[src/rtl/pipeline_ctl.sv]
// Stall/flush sequencer for the five-stage LEGv8 pipeline: PC and pipeline-register enables/bubbles.
// Optional performance counters are enabled by defining PIPECTL_PERF_EN.
module pipeline_ctl #(
  parameter int unsigned REGADDRSIZE = 5,
  parameter int unsigned XZR         = 31,
  parameter int unsigned MEM_TIMEOUT = 255
) (
  input  logic                   clk,
  input  logic                   rst,
  input  logic                   idex_memread,
  input  logic [REGADDRSIZE-1:0] idex_rd,
  input  logic [REGADDRSIZE-1:0] ifid_rn,
  input  logic [REGADDRSIZE-1:0] ifid_rm,
  input  logic                   ifid_usesrn,
  input  logic                   ifid_usesrm,
  input  logic                   exmem_branchtaken,
  input  logic                   dmem_req,
  input  logic                   dmem_ready,
  input  logic                   halt_in,
  output logic                   pc_en,
  output logic                   ifid_en,
  output logic                   idex_en,
  output logic                   exmem_en,
  output logic                   memwb_en,
  output logic                   ifid_flush,
  output logic                   idex_flush,
  output logic                   exmem_flush,
  output logic                   memwb_flush,
  output logic                   halted,
  output logic                   fault
`ifdef PIPECTL_PERF_EN
  ,
  output logic [31:0]            stall_cycles,
  output logic [31:0]            flush_events
`endif
);

  localparam int unsigned CntW = $clog2(MEM_TIMEOUT + 1);

  localparam logic [1:0] StRun     = 2'd0;
  localparam logic [1:0] StMemwait = 2'd1;
  localparam logic [1:0] StHalt    = 2'd2;
  localparam logic [1:0] StFault   = 2'd3;

  logic [1:0]      state_q, state_d;
  logic [CntW-1:0] cnt_q, cnt_d;
  logic            hazard;
  logic            release_run;
  logic            branch_flush;

  assign hazard = idex_memread && (idex_rd != REGADDRSIZE'(XZR)) &&
                  ((ifid_usesrn && (ifid_rn == idex_rd)) ||
                   (ifid_usesrm && (ifid_rm == idex_rd)));

  always_comb begin
    pc_en        = 1'b1;
    ifid_en      = 1'b1;
    idex_en      = 1'b1;
    exmem_en     = 1'b1;
    memwb_en     = 1'b1;
    ifid_flush   = 1'b0;
    idex_flush   = 1'b0;
    exmem_flush  = 1'b0;
    memwb_flush  = 1'b0;
    halted       = 1'b0;
    fault        = 1'b0;
    state_d      = state_q;
    cnt_d        = cnt_q;
    release_run  = 1'b0;
    branch_flush = 1'b0;

    if (rst) begin
      // Bubbles flow into the reset-less pipeline registers while reset is held.
      ifid_flush  = 1'b1;
      idex_flush  = 1'b1;
      exmem_flush = 1'b1;
      memwb_flush = 1'b1;
      state_d     = StRun;
      cnt_d       = '0;
    end else begin
      case (state_q)
        StRun: begin
          if (halt_in) begin
            {pc_en, ifid_en, idex_en, exmem_en, memwb_en} = 5'b0;
            state_d = StHalt;
          end else if (dmem_req && !dmem_ready) begin
            {pc_en, ifid_en, idex_en, exmem_en} = 4'b0;
            memwb_flush = 1'b1;
            cnt_d       = CntW'(1);
            state_d     = StMemwait;
          end else begin
            release_run = 1'b1;
          end
        end
        StMemwait: begin
          if (dmem_ready) begin
            release_run = 1'b1;
            state_d     = StRun;
          end else if (cnt_q == CntW'(MEM_TIMEOUT)) begin
            {pc_en, ifid_en, idex_en, exmem_en, memwb_en} = 5'b0;
            state_d = StFault;
          end else begin
            {pc_en, ifid_en, idex_en, exmem_en} = 4'b0;
            memwb_flush = 1'b1;
            cnt_d       = cnt_q + CntW'(1);
          end
        end
        StHalt: begin
          {pc_en, ifid_en, idex_en, exmem_en, memwb_en} = 5'b0;
          halted = 1'b1;
        end
        default: begin
          {pc_en, ifid_en, idex_en, exmem_en, memwb_en} = 5'b0;
          fault = 1'b1;
        end
      endcase

      // Branch beats load-use: the stalled consumer is squashed anyway.
      if (release_run) begin
        if (exmem_branchtaken) begin
          ifid_flush   = 1'b1;
          idex_flush   = 1'b1;
          exmem_flush  = 1'b1;
          branch_flush = 1'b1;
        end else if (hazard) begin
          pc_en      = 1'b0;
          ifid_en    = 1'b0;
          idex_flush = 1'b1;
        end
      end
    end
  end

  always_ff @(posedge clk) begin
    if (rst) begin
      state_q <= StRun;
      cnt_q   <= '0;
    end else begin
      state_q <= state_d;
      cnt_q   <= cnt_d;
    end
  end

`ifdef PIPECTL_PERF_EN
  logic stall_inc;
  assign stall_inc = !pc_en && ((state_q == StRun) || (state_q == StMemwait));

  always_ff @(posedge clk) begin
    if (rst) begin
      stall_cycles <= '0;
      flush_events <= '0;
    end else begin
      if (stall_inc && (stall_cycles != 32'hFFFF_FFFF)) stall_cycles <= stall_cycles + 32'd1;
      if (branch_flush && (flush_events != 32'hFFFF_FFFF)) flush_events <= flush_events + 32'd1;
    end
  end
`else
  logic unused_branch_flush;
  assign unused_branch_flush = branch_flush;
`endif

endmodule
[config.mk]
export PLATFORM = sky130hd
export DESIGN_NAME = pipeline_ctl
export DESIGN_NICKNAME = d
export VERILOG_FILES = /design/src/rtl/pipeline_ctl.sv
export SDC_FILE = /design/constraint.sdc
export NUM_CORES = 1
export LEC_CHECK = 0
export ABC_AREA = 1
export BUFFER_PORTS_ARGS = -buffer_cell sky130_fd_sc_hd__buf_2
export CORE_AREA = 8 8 53 55
export CTS_CLUSTER_DIAMETER = 120
export DETAILED_ROUTE_END_ITERATION = 7
export DIE_AREA = 0 0 61 63
export GPL_TIMING_DRIVEN = 1
export PLACE_DENSITY = 0.74
export SYNTH_ARGS = -nofsm -noshare
export SYNTH_HDL_FRONTEND = slang
export SYNTH_SLANG_ARGS = --single-unit
export TNS_END_PERCENT = 10
[constraint.sdc]
create_clock -name clk -period 1.8 [get_ports clk]
set_input_delay 0.45 -clock clk [delete_from_list [all_inputs] [get_ports clk]]
set_output_delay 0.45 -clock clk [all_outputs]
set_load 0.005 [all_outputs]
# == Word-level counts from Yosys, hierarchy flattened ==
# Index checks and enable logic that the tools add are counted.
# totals
regBits,10
out_inout_bits,11
inputBits,24
word_cells,68
# classes
mux,41
addsub,1
n_eq_ne,12
reduce_logical,12
# op_table
op,count
8-bit two-way mux,4
1-bit two-way mux,28
8-bit one-hot mux with 2 select lines,1
5-bit == test,2
"8-bit by 1-bit adder with 8-bit output, second input constant",1
"8-bit == test, second input constant",1
2-bit two-way mux,4
"2-bit inequality test, second input constant",4
"3-bit inequality test, second input constant",2
1-bit one-hot mux with 2 select lines,3
1-bit logical AND,5
"5-bit inequality test, second input constant",1
5-bit AND reduction,1
2-bit one-hot mux with 2 select lines,1
3-bit AND reduction,1
3-bit OR reduction,1
"2-bit by 1-bit == test with 1-bit output, second input constant",1
"2-bit == test, second input constant",1
2-bit zero test,1
2-bit nonzero test,1
1-bit zero test,1
1-bit logical OR,1

# == Longest topological paths before layout ==
# depth
word_depth,9
mapped_depth,10
depth_no_buf,10

# == Least setup slack after synthesis ==
# OpenSTA, ideal clock, no wires.
# synth_path
kind,input to output
start,input port halt_in
end,output port ifid_flush
arrival_ps,1198
required_ps,1350
path_buffers,1
slack_ps,152
cell_stages,6
path_cell_list,nor2_1 o21ai_0 nand3_1 o21ai_1 inv_1 buf_4
# synth_via
elab_chain_len,5
# synth_rtl
element,line,source
from (decl),19,"input logic halt_in,"
1-bit two-way mux,83,if (halt_in) begin
1-bit one-hot mux with 2 select lines,81,case (state_q)
1-bit two-way mux,72,if (rst) begin
1-bit two-way mux (2 in a row),n/a,
to (decl),25,"output logic ifid_flush,"
# No other way between the ends. The select of a mux whose other input is x is not followed.

# == Worst setup path in the final report ==
# layout_path
start,register cnt_q[1]
end,output port memwb_flush
# layout_via
elab_chain_len,5
# layout_rtl
element,line,source
from (decl),46,"logic [CntW-1:0] cnt_q, cnt_d;"
from (signal assigned),140,cnt_q <= cnt_d;
8-bit == test,99,end else if (cnt_q == CntW'(MEM_TIMEOUT)) begin
1-bit two-way mux,99,
1-bit two-way mux,96,if (dmem_ready) begin
1-bit one-hot mux with 2 select lines,81,
1-bit two-way mux,72,
to (decl),28,"output logic memwb_flush,"
# No other way between the ends.

==> flow_summary.yaml <==
clocking:
  cts_buffers: 3
  h-tree-depth: 1
  cts_buffer_depth: 2
  tritoncts: "built"
  insertion_delay_ns: 0.29
  clk_pin_slew_ns: 0.08
  cts_root_buf: "clkbuf_4"
  cts.sinks: 10
placement:
  dp_slack_ns: -0.0118
  place.detailed.hpwl_um: 1960
  portBuffers: 34
  gp_congestion: 0.857
synth:
  synth_top_area_frac: 0.230
  synth_area_leaders: "dfxtp_1 23%, nand2_1 22%, inv_1 13%"
  synth_top_area_cell: "dfxtp_1"
  ys_seq_area_frac: 0.230
  avgSynthCellArea_sq_um: 5.43
  postSynthCellCount: 160
  synth_nets: 185
  ys_ff_latch: 10
  yosys_warnings: 0
  synth_area_sq_um: 870
  ys_types: 19
drt:
  dr.pass1.iters: 4
  drtIter0Drc: 38
  finalWirelength_um: 2540
  num_vias: 1107
  antenna_left: 0
  drt-vias-per-instance: 4.77
  routedWlPerCell_um: 10.9
  drc_errors: 0
grt:
  antenna_found_initial: 0
  grt_max_degree: 9
  grt_pass1_vias: 1075
  track_usage: 0.131
  overflow: 0
  grt_pass1_wl_um: 4090
sta:
  clock.fmax_mhz: 529
  max_slew_margin: 0.869
  rsz0062_at_grt: "yes"
  hold_violations: 0
  post-route-min-period_ns: 1.89
  whs_ns: 0.479
  fin_crit_sh: 1.05
  final_max_slew_viol_count: 0
  fin_ws_ns: -0.0887
  tightest_slew_ns: 0.194
  skew_ns: 0.00954
  setup_viol_count_final: 2
setup_path:
  start_kind: "flip-flop"
  r2r_start: "cnt_q[1]"
  r2r_cells: 11
  worstPathArrival_ns: 1.44
  critPathKind: "reg -> out"
  rrSetupSlack_ns: 0.25
  required_ns: 1.35
  critPathMaxFanout: 3
  r2r_end: "cnt_q[3]"
  crit_path_end_kind: "output pin"
outcome:
  violations: "setup timing"
  status: "finished with violations"
floorplan:
  die_w_um: 61
  core_sq_mm: 0.00206
  ios: 35
  die_y_um: 63
  start_util: 0.421
  rows: 17
  die_area_sq_mm: 0.00384
power_and_ir_drop:
  ir_drop_uv: 452
  p_leak_uw: 0.000687
  p_per_area_mw_per_mm2: 606
hold_path:
  min_from: "rst"
  worstHoldEndpoint: "cnt_q[5]"
  hold_path_depth: 3
  hold_class: "in -> reg"
final_layout:
  diodes: 0
  num-fill-cells: 208
  final_cell_mix: "48 x nand2_1, 33 x buf_2, 27 x inv_1, 20 x nor2_1, 15 x nand3_1"
  layout-drive-gt1-share: 0.348
  layout_commonest_cell: "nand2_1"
  area_growth_syn_to_layout_pct: 39.6
  nets: 230
  final_core_util: 0.588
run:
  maxCapViolCount: 0
metrics by stage:
stage | instance area, sq um | TNS, ns | cells | power [uW]
floorplan | 870 | 0 | 160 | 390
global placement | 1090 | 0 | 224 | 475
detailed placement | 1090 | -0.0118 | 224 | 482
CTS | 1190 | -0.291 | 232 | 716
global route | 1210 | -0.769 | 232 | 785
finish | 1210 | -0.174 | 232 | 735
Yosys cell counts, drive strengths merged:
library cell  instances
dfxtp                10
nor2                 22
o21a                  1
nand4                 2
nand2                55
clkinv                1
a21oi                 7
inv                  31
o21ai                 7
ha                    1
nand3                18
buf                   3
nor3                  1
a211oi                1
layout make-up:
type,count,area [sq um],share of cell area
Inverter,32,120,0.0990
Tap cell,28,35.0,0.0289
Clock buffer,4,36.3,0.0299
Sequential cell,10,205,0.169
Multi-Input combinational cell,115,577,0.475
Timing Repair Buffer,43,240,0.198
worst max path at each step:
stage | from | to | slack [ns] | depth (start not counted)
after floorplan | halt_in | ifid_flush | 0.15 | 6
after CTS | cnt_q[1] | memwb_en | -0.11 | 7
final | cnt_q[1] | memwb_flush | -0.09 | 8
after global routing | cnt_q[0] | memwb_en | -0.20 | 7
after global placement | cnt_q[0] | memwb_en | 0.06 | 7
after detailed placement | cnt_q[0] | memwb_en | -0.01 | 7
worst max-delay path: stages, from the launching register on:
cell and delay, ns:
dfxtp_2 0.36, ha_4 0.15, nand2_4 0.06, nor2_4 0.11
nand3_2 0.08, buf_4 0.15, nand2_4 0.06, nand3_2 0.06
buf_2 0.13
flip-flops by register name, indices dropped and copies added (netlist names):
register,flops
cnt_q,8
state_q,2
logic make-up after synthesis:
group,Yosys count,share of synthesized area
buffers and inverters,35,0.164
adders and majority gates,1,0.0144
and+or+nand+nor,98,0.494
AOI/OAI and AO/OA,16,0.0978
DFF,10,0.230
timing repair:
action	4_1_cts	5_1_grt
setup endpoints to repair	9	9
gates cloned	0	0
resized for setup	11	11
pin swaps	2	3
buffers inserted	4	0
hold buffers	0	0
report_power, final:
group | internal, uW | switching [uW] | leakage (uW)
Sequential | 236 | 11.6 | 0.0000827
Clock | 123 | 97.2 | 0.0000210
Combinational | 113 | 154 | 0.000583
Total | 472 | 263 | 0.000687
per-layer routing:
| metal | vias up | part of all wire | track usage |
|---|---|---|---|
| li1 | 578 | - | - |
| met3 | 8 | 0.091 | 0.0453 |
| met4 | 0 | 0.020 | 0.0321 |
| met5 | - | 0 | 0 |
| met1 | 481 | 0.37 | 0.131 |
| met2 | 40 | 0.52 | 0.242 |
(Power assumes the default switching activity.)
